## config.mk

```make
export PLATFORM = sky130hd
export DESIGN_NAME = sha3_state_loader
export DESIGN_NICKNAME = d
export VERILOG_FILES = /design/src/rtl/sha3_pkg.sv /design/src/rtl/sha3_state_loader.sv
export SDC_FILE = /design/constraint.sdc
export NUM_CORES = 2
export LEC_CHECK = 0
export CAP_MARGIN = 20
export CORE_AREA = 5 5 652 654
export CTS_CLUSTER_SIZE = 30
export DETAILED_ROUTE_END_ITERATION = 7
export DIE_AREA = 0 0 657 659
export GPL_TIMING_DRIVEN = 0
export PLACE_DENSITY = 0.48
export SYNTH_ARGS = -nofsm -noshare
export SYNTH_HDL_FRONTEND = slang
export SYNTH_SLANG_ARGS = --single-unit
```

## constraint.sdc

```tcl
create_clock -name clk -period 111.5 [get_ports clk]
set_input_delay 22.3 -clock clk [delete_from_list [all_inputs] [get_ports clk]]
set_output_delay 22.3 -clock clk [all_outputs]
set_load 0.01 [all_outputs]
```

## src/rtl/sha3_pkg.sv

```systemverilog
// Shared SHA-3 types and constants: lane type, state size, rate presets and
// the loader FSM encoding.
package sha3_pkg;

  typedef logic [63:0] lane_t;

  localparam int NUM_LANES = 25;

  localparam int RATE_224 = 18;
  localparam int RATE_256 = 17;
  localparam int RATE_384 = 13;
  localparam int RATE_512 = 9;

  typedef enum logic {
    FILL = 1'b0,
    HOLD = 1'b1
  } loader_state_t;

endpackage

```

## src/rtl/sha3_state_loader.sv

```systemverilog
// Collects RATE_LANES 64-bit lanes into a fill buffer, then on downstream
// acceptance copies them into the output register as a 5x5 state with a strobe.
module sha3_state_loader
  import sha3_pkg::*;
#(
  parameter int RATE_LANES = RATE_256
) (
  input  logic        clk,
  input  logic        rst,
  input  lane_t       lane_in,
  input  logic        lane_valid,
  output logic        lane_ready,
  input  logic        down_ready,
  output lane_t [0:4] osa,
  output lane_t [0:4] osb,
  output lane_t [0:4] osc,
  output lane_t [0:4] osd,
  output lane_t [0:4] ose,
  output logic        sample,
  output logic [4:0]  fill_count
);

  if (RATE_LANES < 1 || RATE_LANES > NUM_LANES) begin : g_bad_rate
    $error("sha3_state_loader: RATE_LANES must be within 1..25");
  end

  localparam logic [4:0] LAST_IDX = 5'(RATE_LANES - 1);

  loader_state_t state_q, state_d;
  lane_t         fill_q [NUM_LANES];
  lane_t         out_q  [NUM_LANES];
  logic          accept, last_lane, dispatch;

  // Ready depends only on state and reset so upstream sees no comb loop.
  assign lane_ready = (state_q == FILL) && !rst;
  assign accept     = lane_valid && lane_ready;
  assign last_lane  = accept && (fill_count == LAST_IDX);
  assign dispatch   = (state_q == HOLD) && down_ready;

  always_ff @(posedge clk or posedge rst) begin
    if (rst) state_q <= FILL;
    else     state_q <= state_d;
  end

  always_comb begin
    state_d = state_q;
    case (state_q)
      FILL:    if (last_lane) state_d = HOLD;
      HOLD:    if (down_ready) state_d = FILL;
      default: state_d = FILL;
    endcase
  end

  // Capacity lanes are never written, so they stay zero in both buffers.
  always_ff @(posedge clk or posedge rst) begin
    if (rst) begin
      for (int k = 0; k < NUM_LANES; k++) begin
        fill_q[k] <= '0;
        out_q[k]  <= '0;
      end
      fill_count <= '0;
      sample     <= 1'b0;
    end else begin
      sample <= dispatch;
      if (dispatch) begin
        fill_count <= '0;
        for (int k = 0; k < NUM_LANES; k++) begin
          out_q[k]  <= (k < RATE_LANES) ? fill_q[k] : '0;
          fill_q[k] <= '0;
        end
      end else if (accept) begin
        fill_count <= fill_count + 5'd1;
        for (int k = 0; k < NUM_LANES; k++)
          if (k < RATE_LANES && fill_count == 5'(k)) fill_q[k] <= lane_in;
      end
    end
  end

  for (genvar x = 0; x < 5; x++) begin : g_row
    assign osa[x] = out_q[x];
    assign osb[x] = out_q[5 + x];
    assign osc[x] = out_q[10 + x];
    assign osd[x] = out_q[15 + x];
    assign ose[x] = out_q[20 + x];
  end

endmodule

```

; Word-level counts from Yosys, hierarchy flattened
; Index checks and enable logic that the tools add are counted.
[classes]
mux = 24
n_eq_ne = 16
bitwise_logic = 1
addsub = 1
n_reduce_logical = 41
[ops]
columns = operator, n
row1 = 1088-bit 2-to-1 mux, 2
row2 = 64-bit 2-to-1 mux, 17
row3 = "5-bit by 4-bit == test with 1-bit output, second input constant", 8
row4 = 2-bit nonzero test, 18
row5 = 2-bit AND reduction, 17
row6 = "5-bit by 3-bit == test with 1-bit output, second input constant", 4
row7 = "5-bit by 2-bit == test with 1-bit output, second input constant", 2
row8 = 5-bit 2-to-1 mux, 2
row9 = "5-bit by 1-bit adder with 5-bit output, second input constant", 1
row10 = "5-bit by 1-bit == test with 1-bit output, second input constant", 1
row11 = "5-bit == test, second input constant", 1
row12 = 5-bit logical NOT, 1
row13 = 1-bit logical AND, 4
row14 = 1-bit 2-to-1 mux, 2
row15 = 1-bit one-hot mux with 2 select lines, 1
row16 = 1-bit logical NOT, 1
row17 = 1-bit NOT, 1
[totals]
word_cells = 120
reg_bits = 2183
out_inout_bits = 1607
in_bits = 68

; Longest topological paths before layout
[depth]
ltp_word = 6
ltp_mapped = 9
mapped_depth_nobuf = 6

; Least setup slack after synthesis
; OpenSTA, ideal clock, no wires.
[synth_timing]
path_type = in2out
startpoint = in rst
endpoint = out lane_ready
arrival_time_ns = 22.626
n_path_buf = 1
t_required_ns = 89.200
stages = 2
setup_slack_ns = 66.574
cell_sequence = buf_2 > nor2_1
[synth_via]
elab_chain_cells = 2
[synth_rtl]
columns = element, line_no
row1 = start: declaration, sha3_state_loader.sv:9  ; input logic rst,
row2 = 1-bit logical NOT (no source line), --
row3 = 1-bit logical AND, sha3_state_loader.sv:35  ; assign lane_ready = (state_q == FILL) && !rst;
row4 = end: declaration, sha3_state_loader.sv:12  ; output logic lane_ready,
; No other way between the ends.

; Worst setup path in the final report
; Ends and elaborated chain as after synthesis.

==> flow_summary_export.csv <==
group,metric,value,unit
floorplan,core,418700,um2
layout,area.growth.synth_to_final,35.25,%
worst_setup_path,crit_slowest_cell,"clkdlybuf4s50_1",
power_and_ir_drop,power.static_leakage,64.73,nW
worst_setup_path,startpoint,"rst",
floorplan,die_h,659,um
worst_setup_path,start_kind,"primary input",
sta,fin_crit,45590,ps
sta,finalMaxSlewViolations,0,
worst_setup_path,cp_data_required_time,89200,ps
min_path,holdPathStages,2,
clock_tree,cts_root_buffer,"clkbuf_16",
drt,vias,70640,
worst_setup_path,r2r_slack,107550,ps
worst_setup_path,crit_arrival,23290,ps
clock_tree,cts_setup_buffers,0,
clock_tree,tritoncts.num_buffers,274,
worst_setup_path,worstPathMaxFanout,10,
place,port-buffer-count,1160,
layout,instances_no_fill,16830,
grt,grt_pass1_wl,623300,um
floorplan,dieArea,433000,um2
grt,grt_pass1_vias,70120,
sta,rsz0062_at_grt,"false",
clock_tree,clock_latency,910,ps
floorplan,num_rows,238,
synthesis,synth-main-ff-cell,"dfrtp_1",
clock_tree,cts_resized,0,
synthesis,syn_area_per_cell,9.848,um2
worst_setup_path,path_cells,"buf_2, nor2_1, clkdlybuf4s50_1",
worst_setup_path,r2r-start,"fill_count[2]",
clock_tree,cts_tree,"done",
worst_setup_path,r2r_cells,9,
min_path,hp-class,"flip-flop to flip-flop",
layout,drive_gt1_frac,0.1075,
clock_tree,holdBufCountCts,0,
sta,finalSetupViolCount,0,
drt,dr.pass1.iters,5,
floorplan,die_w,657,um
layout,fillers,44420,
drt,drc_errors,0,
drt,drt_iter0_markers,5861,
synthesis,synth_seq_cells,2183,
sta,fin_worst_skew,64.95,ps
floorplan,start_util,0.2133,
power_and_ir_drop,p_per_area,24.41,nW/um2
layout,final_nets,11170,
sta,post-route-period-util,0.4089,
place,dp_cells,16350,
synthesis,seq_area_frac_synth,0.6117,
synthesis,ys_types,38,
drt,drt_wl_total,466700,um
clock_tree,cts_sinks,2183,
min_path,min_delay_worst_endpoint,"osb[306]",
grt,grt_overflow,0,
synthesis,yosysWarnings,0,
worst_setup_path,crit_path_end_kind,"output port",
drt,ant_nets,0,
synthesis,postSynthCellCount,9068,
grt,antenna_found_initial,53,
worst_setup_path,r2r_end,"fill_q[606]",
drt,wl_per_cell,27.73,um
sta,hold_viol_final,0,
status,status,"finished, final reports clean",
worst_setup_path,critical_path_class,"primary input to output port",
sta,tightest_slew,1183,ps
clock_tree,clock_path_buffers,4,
synthesis,async_flop_share,1.000,
grt,gr-usage-all-layers,0.2075,
place,dp_slack,65900,ps
floorplan,ios,1675,
synthesis,syn_area,89300,um2
sta,timing.final.ws_setup,65910,ps
clock_tree,clkSlewWorstSetupHoldPaths,60,ps
grt,grt_max_degree,121,
power_and_ir_drop,peakVddDrop,0.01195,mV
min_path,min_from,"fill_q[1266]",
synthesis,synth_edf_count,0,
drt,viasPerCell,4.197,
sta,fmax,0.02193,GHz
flow_run,drv_cap,0,
clock_tree,htreeDepth,5,
place,gp_congestion,0.8539,
sta,relSlewSlack,0.2113,
place,hpwl,357600,um
worst_setup_path,cp_slowest_stage_delay,680,ps
[Yosys cell counts, types with 2 or more instances]
cell      instances  share of area
a21oi_1         133         0.0075
a221o_1          63         0.0071
and3_1            4        0.00028
buf_1            47         0.0020
buf_2            73         0.0041
buf_4           516          0.043
buf_6            21         0.0026
clkbuf_1        469          0.020
dfrtp_1        2183           0.61
ha_1              5        0.00070
inv_1             6        0.00025
mux2i_1         798          0.089
nand2_1        4307           0.18
nand2b_1         64         0.0045
nand3_1          59         0.0033
nand3b_1          4        0.00034
nor2b_1           3        0.00021
nor3_2            2        0.00022
nor3b_1           6        0.00050
nor4bb_1          2        0.00022
o211ai_1        113         0.0095
o21ai_0          95         0.0053
o21ai_1          72         0.0040
or2_1             4        0.00028
or3_1             2        0.00014
or3b_2            5        0.00049
[worst max-delay path, delay by kind of cell]
kind / cells / cell delay [ps]
buf+inv: 2 / 870
simple gates: 1 / 110
[layer usage]
layer | GRT usage | vias to the layer above | part of all wire
met1 | 0.2622 | 35850 | 0.42
met5 | 0 | - | 0.00011
met4 | 0.08902 | 8 | 0.051
met3 | 0.04017 | 588 | 0.058
li1 | - | 31820 | -
met2 | 0.3455 | 2370 | 0.48
[sequential cells by signal, indices dropped and copies added (netlist names)]
signal and cells:
fill_q 1088, osa 320, osb 320, osc 320, osd 128, fill_count 5, sample 1, state_q 1
[power breakdown]
part           switching (mW)  internal [mW]  total, mW
sequential              0.196           1.07       1.26
combinational           0.428          0.345      0.773
clock                   0.375          0.540      0.915
total                   0.999           1.95       2.95
[cell usage in the layout (no fill, tap or decap), types with 5 or more instances in the layout]
master,netlist,routed
clkinv_2,0,47
buf_16,0,39
buf_2,73,92
buf_1,47,28
or3b_2,5,5
bufinv_16,0,19
clkbuf_2,0,61
nand3_1,59,59
buf_8,0,34
o21ai_0,95,95
nor3b_1,6,6
clkdlybuf4s50_1,0,1160
ha_1,5,5
nand2_1,4307,4304
conb_1,1,512
o21ai_1,72,72
inv_6,0,11
dfrtp_1,2183,2183
a221o_1,63,63
a21oi_1,133,133
buf_6,21,23
clkbuf_8,0,49
buf_4,516,516
inv_1,6,5
buf_12,0,11
mux2i_1,798,798
clkbuf_1,469,457
clkbuf_16,0,280
diode_2,0,14
clkinv_8,0,5
o211ai_1,113,113
nand2b_1,64,64
[cell type report]
type / instances / area, um2 / area share
Inverter: 7 / 33.78 / 0.0002797
Clock inverter: 95 / 1205 / 0.009975
Multi-Input combinational cell: 6263 / 30160 / 0.2497
Clock buffer: 378 / 7865 / 0.06511
Buffer: 1126 / 6513 / 0.05392
Antenna cell: 14 / 35.03 / 0.0002900
Sequential cell: 2183 / 54630 / 0.4523
Timing Repair Buffer: 1246 / 13440 / 0.1113
Tap cell: 5520 / 6907 / 0.05718
[worst max path at each step]
stage | end
after global placement | osb[287]
after CTS | lane_ready
after floorplan | fill_count[0]
after detailed placement | lane_ready
final | lane_ready
after global routing | lane_ready
[cells by family (layout without fill, tap and decap cells)]
kind of cell    Yosys count  count (layout)  synth area share
compound gates          477             477           0.03346
fa+ha+maj                 5               5         0.0007005
other cells               1             526        0.00004199
simple gates           4471            4471            0.1926
flops                  2183            2183            0.6117
buf+inv                1133            2852           0.07210
mux                     798             798           0.08944
[metrics by stage]
stage	TNS (ps)	util	total power [mW]	cell area, um2	hold slack [ps]
4_1_cts	0	0.2884	2.981	120800	420.7
2_1_floorplan	0	-	1.574	91220	432.3
3_3_place_gp	-8907690	0.2621	2.049	109700	447.8
3_5_place_dp	0	0.2667	2.053	111700	449.0
5_1_grt	0	0.2884	3.096	120800	456.3
6_report	0	0.2885	2.949	120800	412.7
(Power assumes the default switching activity.)
